File: src/rtl/ysyx_25030081_wbu.sv
// Writeback unit: queues ALU/LSU results, drives one register-file write per cycle and keeps a
// pending-destination scoreboard for IDU hazards. Optional perf counters under WBU_PERF_EN.
module ysyx_25030081_wbu #(
    parameter int unsigned RF_ADDR_WIDTH = 5,
    parameter int unsigned DATA_WIDTH    = 32,
    parameter int unsigned FIFO_DEPTH    = 4
) (
    input  logic                     clk,
    input  logic                     rst_n,
    input  logic                     alu_valid,
    output logic                     alu_ready,
    input  logic [RF_ADDR_WIDTH-1:0] alu_rd,
    input  logic [DATA_WIDTH-1:0]    alu_data,
    input  logic                     lsu_valid,
    output logic                     lsu_ready,
    input  logic [RF_ADDR_WIDTH-1:0] lsu_rd,
    input  logic [DATA_WIDTH-1:0]    lsu_data,
    input  logic                     wb_stall,
    input  logic                     issue_en,
    input  logic [RF_ADDR_WIDTH-1:0] issue_rd,
    input  logic [RF_ADDR_WIDTH-1:0] rs1,
    input  logic [RF_ADDR_WIDTH-1:0] rs2,
    output logic                     hazard,
    output logic                     rf_wen,
    output logic [RF_ADDR_WIDTH-1:0] rf_waddr,
    output logic [DATA_WIDTH-1:0]    rf_wdata
`ifdef WBU_PERF_EN
    ,
    output logic [31:0]              wb_cnt,
    output logic [31:0]              bp_cnt
`endif
);

    localparam int unsigned NumRegs = 1 << RF_ADDR_WIDTH;
    localparam int unsigned IdxW    = $clog2(FIFO_DEPTH);
    localparam int unsigned PtrW    = IdxW + 1;

    typedef struct packed {
        logic [RF_ADDR_WIDTH-1:0] rd;
        logic [DATA_WIDTH-1:0]    data;
    } entry_t;

    entry_t                   mem_q [FIFO_DEPTH];
    entry_t                   enq_entry;
    logic [PtrW-1:0]          wr_ptr_q, wr_ptr_d;
    logic [PtrW-1:0]          rd_ptr_q, rd_ptr_d;
    logic                     slot_valid_q, slot_valid_d;
    logic [RF_ADDR_WIDTH-1:0] waddr_q, waddr_d;
    logic [DATA_WIDTH-1:0]    wdata_q, wdata_d;
    logic [NumRegs-1:0]       pending_q, pending_d;

    logic fifo_empty, fifo_full;
    logic lsu_fire, alu_fire, enq, deq, slot_done;

    always_comb begin
        fifo_empty = (wr_ptr_q == rd_ptr_q);
        fifo_full  = (wr_ptr_q[IdxW] != rd_ptr_q[IdxW]) &&
                     (wr_ptr_q[IdxW-1:0] == rd_ptr_q[IdxW-1:0]);

        // LSU has fixed priority; at most one enqueue per cycle.
        lsu_ready = rst_n && !fifo_full;
        alu_ready = rst_n && !fifo_full && !lsu_valid;
        lsu_fire  = lsu_valid && lsu_ready;
        alu_fire  = alu_valid && alu_ready;
        enq       = lsu_fire || alu_fire;

        enq_entry.rd   = lsu_fire ? lsu_rd : alu_rd;
        enq_entry.data = lsu_fire ? lsu_data : alu_data;

        // Slot retires (written or, for x0, dropped) whenever not stalled.
        slot_done = slot_valid_q && !wb_stall;
        deq       = (!slot_valid_q || slot_done) && !wb_stall && !fifo_empty;

        rf_wen   = rst_n && slot_done && (waddr_q != '0);
        rf_waddr = waddr_q;
        rf_wdata = wdata_q;

        wr_ptr_d = enq ? wr_ptr_q + PtrW'(1) : wr_ptr_q;
        rd_ptr_d = deq ? rd_ptr_q + PtrW'(1) : rd_ptr_q;

        slot_valid_d = slot_valid_q;
        waddr_d      = waddr_q;
        wdata_d      = wdata_q;
        if (deq) begin
            slot_valid_d = 1'b1;
            waddr_d      = mem_q[rd_ptr_q[IdxW-1:0]].rd;
            wdata_d      = mem_q[rd_ptr_q[IdxW-1:0]].data;
        end else if (slot_done) begin
            slot_valid_d = 1'b0;
        end

        // Clear first so a same-cycle issue to the same index wins.
        pending_d = pending_q;
        if (rf_wen) begin
            pending_d[waddr_q] = 1'b0;
        end
        if (issue_en && (issue_rd != '0)) begin
            pending_d[issue_rd] = 1'b1;
        end
        pending_d[0] = 1'b0;

        hazard = pending_q[rs1] | pending_q[rs2] | pending_q[issue_rd];
    end

    always_ff @(posedge clk) begin
        if (!rst_n) begin
            wr_ptr_q     <= '0;
            rd_ptr_q     <= '0;
            slot_valid_q <= 1'b0;
            waddr_q      <= '0;
            wdata_q      <= '0;
            pending_q    <= '0;
        end else begin
            wr_ptr_q     <= wr_ptr_d;
            rd_ptr_q     <= rd_ptr_d;
            slot_valid_q <= slot_valid_d;
            waddr_q      <= waddr_d;
            wdata_q      <= wdata_d;
            pending_q    <= pending_d;
        end
    end

    // Storage is qualified by the pointers, so it needs no reset.
    always_ff @(posedge clk) begin
        if (enq) begin
            mem_q[wr_ptr_q[IdxW-1:0]] <= enq_entry;
        end
    end

`ifdef WBU_PERF_EN
    logic [31:0] wb_cnt_q, wb_cnt_d;
    logic [31:0] bp_cnt_q, bp_cnt_d;

    always_comb begin
        wb_cnt_d = wb_cnt_q + {31'd0, rf_wen};
        bp_cnt_d = bp_cnt_q + {31'd0, (alu_valid && !alu_ready) || (lsu_valid && !lsu_ready)};
        wb_cnt   = wb_cnt_q;
        bp_cnt   = bp_cnt_q;
    end

    always_ff @(posedge clk) begin
        if (!rst_n) begin
            wb_cnt_q <= '0;
            bp_cnt_q <= '0;
        end else begin
            wb_cnt_q <= wb_cnt_d;
            bp_cnt_q <= bp_cnt_d;
        end
    end
`endif

endmodule

File: config.mk
export PLATFORM = sky130hd
export DESIGN_NAME = ysyx_25030081_wbu
export DESIGN_NICKNAME = d
export VERILOG_FILES = /design/src/rtl/ysyx_25030081_wbu.sv
export SDC_FILE = /design/constraint.sdc
export NUM_CORES = 1
export LEC_CHECK = 0
export CORE_ASPECT_RATIO = 2
export CORE_MARGIN = 2
export CORE_UTILIZATION = 55
export DETAILED_ROUTE_END_ITERATION = 6
export PLACE_DENSITY_LB_ADDON = 0.12
export SLEW_MARGIN = 10
export SYNTH_ARGS = -nofsm -noshare
export SYNTH_HDL_FRONTEND = slang
export SYNTH_SLANG_ARGS = --single-unit
File: constraint.sdc
create_clock -name clk -period 4.7 [get_ports clk]
set_input_delay 0.94 -clock clk [delete_from_list [all_inputs] [get_ports clk]]
set_output_delay 0.94 -clock clk [all_outputs]
set_load 0.02 [all_outputs]
==> results_dict.tcl, run 1 <==
set metrics [dict create \
    outcome "finished, final reports clean" \
    placed_area_um2 11300 \
    area_delta_synth_final_pct 24.2 \
    hold_violations 0 \
    critical_path.cell_chain "clkdlybuf4s50_1 > buf_4 > mux4_2 > a22o_1 > a22o_1 > or4_1 > or4_1 > dlygate4sd2_1" \
    p_leak_nw 3.92 \
    min_from "slot_valid_q$_SDFFE_PN0P_" \
    final_cell_mix "edfxtp_1, clkdlybuf4s50_1, nand2_1" \
    first_pass_iters 5 \
    cts.sinks 223 \
    die_y_um 191 \
    ant_nets 0 \
    drive_above_1_share 0.189 \
    reg2reg_from "wr_ptr_q[1]$_SDFFE_PN0P_" \
    cts_buffers 20 \
    cp.arrival_ns 3.64 \
    skew_ns 0.0123 \
    critPathLaunchType "primary input" \
    power.total_w 0.00453 \
    placementRows 68 \
    fin_crit_sh 0.976 \
    finalSetupViolations 0 \
    tritoncts "built" \
    cp_slowest_cell "clkdlybuf4s50_1" \
    critical_path.top_delay_family "buffers and inverters" \
    cts.clk_slew.worst_paths_ns 0.07 \
    synth_edf_count 148 \
    holdPathEnd "slot_valid_q$_SDFFE_PN0P_" \
    rsz0062_at_grt "false" \
    drc 0 \
    async_flop_share 0 \
    antenna_found_initial 0 \
    max_clock_freq_ghz 0.218 \
    fin_crit_ns 4.58 \
    vias_per_cell 6.14 \
    power.density_nw_per_um2 381 \
    critical_path.max_stage_delay_ns 0.57 \
    avgSynthCellArea_um2 13.6 \
    irDropWorstVdd_uv 374 \
    fin_nets 947 \
    crit_type "in2out" \
    synthDistinctLibCells 45 \
    ios 136 \
    slew_viol_final 0 \
    grt-ovfl-total 0 \
    drtIter0Drc 306 \
    die_x_um 97.3 \
    cp_num_buf_inv 3 \
    ys_ff_latch 223 \
    hp-class "reg2reg" \
    insertion_delay_ns 0.49 \
    dp_hpwl_um 18700 \
    syn_inst 703 \
    wl_per_cell_um 24.6 \
    start_util 0.557 \
    place.gp.congestion 1.05 \
    cts-root-buf "clkbuf_16" \
    grt_pass1_wl_um 39700 \
    syn_nets 803 \
    cts_buffer_depth 3 \
    core_region_area_um2 17200 \
    worst_slew_pin_slew_ns 1.05 \
    seq_area_frac_synth 0.621 \
    synth-main-ff-cell "edfxtp_1" \
    num_antenna_cells 0 \
    ys_warn_count 0 \
    grt_util_all_layers 0.284 \
    cap_violations 0 \
    crit_path_end_kind "output port" \
    hold_depth 2 \
    fillers 1197 \
    rr_worst_depth 4 \
    finish.utilization 0.692 \
    critical_path.max_fanout 4 \
    reg2reg_slack_ns 2.11 \
    fin_area_um2 11900 \
    grt_max_degree 75 \
    design.die.area_um2 18500 \
    grt_pass1_vias 6993 \
    h-tree-depth 1 \
    num_vias 6571 \
    synth_area_um2 9580 \
    relSlewSlack 0.301 \
    portBuffers 135 \
    cp.required_ns 3.76 \
    final_common_cell "edfxtp_1" \
    r2r_end "mem_q[1][32]$_DFFE_PP_" \
    routed_wl_um 26400 \
]
## power by group
group	switching (W)	internal (W)	leakage [nW]
Combinational	0.000381	0.000353	1.65
Sequential	0.0000549	0.00220	1.96
Clock	0.000686	0.000856	0.303
## metal layers
metal  wire length, µm  global-route usage  share of wire
met1              7910               0.272           0.30
met2             15000               0.550           0.57
met3              1400              0.0359          0.053
met4              2080               0.197          0.079
met5                 0                   0              0
## layout make-up
class / count / area [µm²] / area share
Clock buffer: 28 / 572 / 0.0481
Multi-Input combinational cell: 430 / 3450 / 0.290
Sequential cell: 223 / 5950 / 0.500
Timing Repair Buffer: 166 / 1600 / 0.134
Tap cell: 210 / 263 / 0.0221
Clock inverter: 8 / 47.5 / 0.00400
Inverter: 6 / 22.5 / 0.00189
## sequential cells by signal (all words and copies together) (netlist names)
name          count
rf_waddr          5
pending_q        31
rf_wdata         32
wr_ptr_q          3
mem_q           148
slot_valid_q      1
rd_ptr_q          3
## Yosys cell counts, types with 2 or more instances
master	instances	area share
a2111oi_0	2	0.0018
a21oi_1	74	0.039
a221oi_1	2	0.0018
a22o_1	3	0.0027
a311oi_1	2	0.0018
a31oi_1	2	0.0013
and2_1	7	0.0046
buf_1	3	0.0012
buf_2	4	0.0021
buf_6	2	0.0024
clkbuf_1	35	0.014
dfxtp_1	75	0.16
edfxtp_1	148	0.46
ha_1	5	0.0065
inv_1	6	0.0024
mux2_2	43	0.051
mux2i_1	10	0.010
mux4_1	3	0.0082
mux4_2	49	0.12
nand2_1	122	0.048
nand2b_1	7	0.0046
nand3_1	6	0.0031
nand3b_1	3	0.0024
nor2_1	17	0.0067
nor2b_1	9	0.0059
nor3_1	3	0.0016
nor3b_1	2	0.0016
o2111ai_1	3	0.0027
o21ai_0	30	0.016
o311ai_0	2	0.0018
o31ai_1	3	0.0024
or3_1	2	0.0013
or4_1	2	0.0016
xnor2_1	6	0.0055
## repair_timing
| action | 4_1_cts | 5_1_grt |
|---|---|---|
| setup buffers | 0 | 0 |
| hold buffers | 0 | 0 |
| resized for setup | 1 | 0 |
| setup endpoints to repair | 1 | 0 |
## tightest hold or removal path, delay by kind of cell, from the launching register on
kind	cells	cell delay [ns]
flops	1	0.31
simple gates	1	0.05
compound gates	1	0.05
## how the worst max path moves through the flow
stage | startpoint | endpoint | slack (ns) | cells past startpoint
floorplan | rs1[0] | hazard | 0.85 | 6
global placement | issue_rd[1] | hazard | -0.14 | 7
detailed placement | issue_rd[1] | hazard | -0.12 | 8
CTS | issue_rd[1] | hazard | 0.1 | 8
global route | issue_rd[1] | hazard | 0.04 | 8
finish | issue_rd[1] | hazard | 0.12 | 8
## through the flow
step                setup slack, ns  TNS, ns  hold slack (ns)  instances
finish                        0.115        0            0.456       1071
global route                 0.0409        0            0.474       1071
CTS                          0.0963        0            0.458       1071
detailed placement           -0.116   -0.116            0.449       1035
global placement             -0.139   -0.139            0.442       1035
floorplan                     0.845        0            0.437        703
## cell families (layout without fill, tap and decap cells)
logic type / after synthesis / in the layout / share of synthesized area
AOI/OAI and AO/OA: 129 / 129 / 0.0759
and+or+nand+nor: 184 / 184 / 0.0843
buffers and inverters: 50 / 208 / 0.0217
DFF: 223 / 223 / 0.621
adders and majority gates: 5 / 5 / 0.00653
muxes: 105 / 105 / 0.184
xor gates and xnor gates: 7 / 7 / 0.00640
(Power assumes the default switching activity.)
==> inputs of run 2 (changes only) <==
--- a/config.mk
+++ b/config.mk
@@ -6,7 +6,7 @@
 export NUM_CORES = 1
 export LEC_CHECK = 0
 export CORE_ASPECT_RATIO = 2
-export CORE_MARGIN = 2
+export CORE_MARGIN = 8
 export CORE_UTILIZATION = 55
 export DETAILED_ROUTE_END_ITERATION = 6
 export PLACE_DENSITY_LB_ADDON = 0.12
==> run 2 against run 1 <==
  * Cell count hardly changed
  * Clock power hardly changed
  * Clock-buffer cell count shrank 3
  * Clock skew shrank 0.0012 ns
  * Register-to-register slack worse by 0.11 ns
  * First-iteration DRC count is 3.9% higher
  * Setup slack gained 0.052 ns
  * Utilization hardly changed
  * Power about the same
  * Die area increased by 19%
  * Critical endpoint unchanged
  * Largest power group unchanged
  * Highest routed layer unchanged
==> results_dict.tcl, run 2 (synthesis gave the netlist of run 1 again) <==
set metrics [dict create \
    outcome "finished, final reports clean" \
    cts_buffers 19 \
    drtIter0Drc 318 \
    ant_nets 0 \
    fin_crit_ns 4.53 \
    skew_ns 0.0110 \
    place.gp.congestion 1.01 \
    crit_cells 7 \
    start_util 0.557 \
    insertion_delay_ns 0.49 \
    p_sw_w 0.00111 \
    rsz0062_at_grt "false" \
    cp.arrival_ns 3.59 \
    hold_depth 2 \
    die_x_um 109 \
    cts_buffer_depth 3 \
    ctsHoldBuffers 0 \
    finalSetupViolations 0 \
    max_clock_freq_ghz 0.221 \
    die_y_um 203 \
    fin_tns_setup_ns 0 \
    num_antenna_cells 0 \
    power.density_nw_per_um2 381 \
    rr_worst_depth 4 \
    h-tree-depth 1 \
    critical_path.max_stage_delay_ns 0.56 \
    pwr-share-comb 0.163 \
    cellInternalPower_w 0.00343 \
    grt-ovfl-total 0 \
    cts.clk_slew.worst_paths_ns 0.06 \
    antenna_found_initial 0 \
    sequentialPowerShare 0.497 \
    critical_path.max_fanout 3 \
    grt_util_all_layers 0.250 \
    p_leak_nw 3.93 \
    area_delta_synth_final_pct 24.2 \
    placed_area_um2 11300 \
    critical_path.top_delay_family "buffers and inverters" \
    largest_reg_flops 148 \
    slew_viol_final 0 \
    cp_slowest_cell "clkdlybuf4s50_1" \
    cts.sinks 223 \
    critical_path.cell_chain "clkdlybuf4s50_1 > mux4_2 > a22o_1 > a22o_1 > or4_1 > or4_1 > dlygate4sd2_1" \
    vias_per_cell 6.08 \
    critPathLaunchType "primary input" \
    fillers 1231 \
    hp-class "reg2reg" \
    met3_wirelength_um 1410 \
    grt_max_degree 75 \
    crit_path_end_kind "output port" \
    drive_above_1_share 0.190 \
    final_cell_mix "edfxtp_1, clkdlybuf4s50_1, nand2_1" \
    cap_violations 0 \
    ff_latch_area_um2 5950 \
    multiInputGateArea_um2 3450 \
    irDropWorstVdd_uv 362 \
    grt_pass1_wl_um 41200 \
    fin_crit_sh 0.965 \
    design.die.area_um2 22100 \
    dr_wl_met2_um 15200 \
    clkPwrFrac 0.340 \
    crit_type "in2out" \
    core_region_area_um2 17200 \
    hold_violations 0 \
    cts-root-buf "clkbuf_16" \
    num_vias 6521 \
    placementRows 68 \
    routed_wl_um 27000 \
    portBuffers 135 \
    first_pass_iters 5 \
    ios 136 \
    highest_layer "met4" \
    placedCellCount 1038 \
    fin_nets 949 \
    holdWs_ns 0.458 \
    stdcell_count 1072 \
    cp_num_buf_inv 2 \
    final_common_cell "edfxtp_1" \
    relSlewSlack 0.291 \
    worst_slew_pin_slew_ns 1.06 \
    wl_per_cell_um 25.2 \
    drc 0 \
    tritoncts "built" \
    fin_area_um2 11900 \
    dp_hpwl_um 19300 \
    drt-met1-wl_um 8410 \
    swShare 0.244 \
    grt_pass1_vias 7172 \
    cp.required_ns 3.76 \
]
[run 2: routing by layer]
metal | global-route usage | vias to the layer above
met5 | 0 | -
met4 | 0.169 | 0
met3 | 0.0410 | 106
met2 | 0.469 | 284
met1 | 0.235 | 3194
li1 | - | 2937
[run 2: final timing paths]
kind,start,end,slack [ns]
hold reg to reg,rf_wdata[5]$_SDFFE_PN0P_,rf_wdata[5]$_SDFFE_PN0P_,0.46
hold / removal,rf_wdata[5]$_SDFFE_PN0P_,rf_wdata[5]$_SDFFE_PN0P_,0.46
setup reg to reg,wr_ptr_q[0]$_SDFFE_PN0P_,mem_q[1][30]$_DFFE_PP_,2.00
setup / recovery,issue_rd[0],hazard,0.17
[run 2: cell type report]
class | count | area share
Clock buffer | 25 | 0.0427
Clock inverter | 9 | 0.00841
Inverter | 6 | 0.00189
Multi-Input combinational cell | 430 | 0.290
Sequential cell | 223 | 0.500
Tap cell | 210 | 0.0221
Timing Repair Buffer | 169 | 0.135
[run 2: repair_timing]
action                     CTS  global route
buffers inserted             0             0
setup endpoints to repair    1             0
gates resized for setup      2             0
[run 2: worst min-delay path, delay by kind of cell, from the launching register on]
family	cells	cell delay, ns
simple gates	1	0.05
compound gates	1	0.05
flops	1	0.31
[run 2: power by group through the flow]
stage	logic, W	registers, W	clock network [W]
after floorplan	0.000393	0.00232	0
after global placement	0.000724	0.00229	0
after detailed placement	0.000743	0.00229	0
after CTS	0.000748	0.00225	0.00157
after global routing	0.000791	0.00226	0.00163
final	0.000737	0.00225	0.00154
[run 2: per-stage QoR]
step	setup WS (ns)	total power (W)	util
floorplan	0.845	0.00271	-
finish	0.167	0.00453	0.692
global route	0.0880	0.00468	0.692
CTS	0.145	0.00457	0.692
global placement	-0.186	0.00301	0.657
detailed placement	-0.209	0.00304	0.657
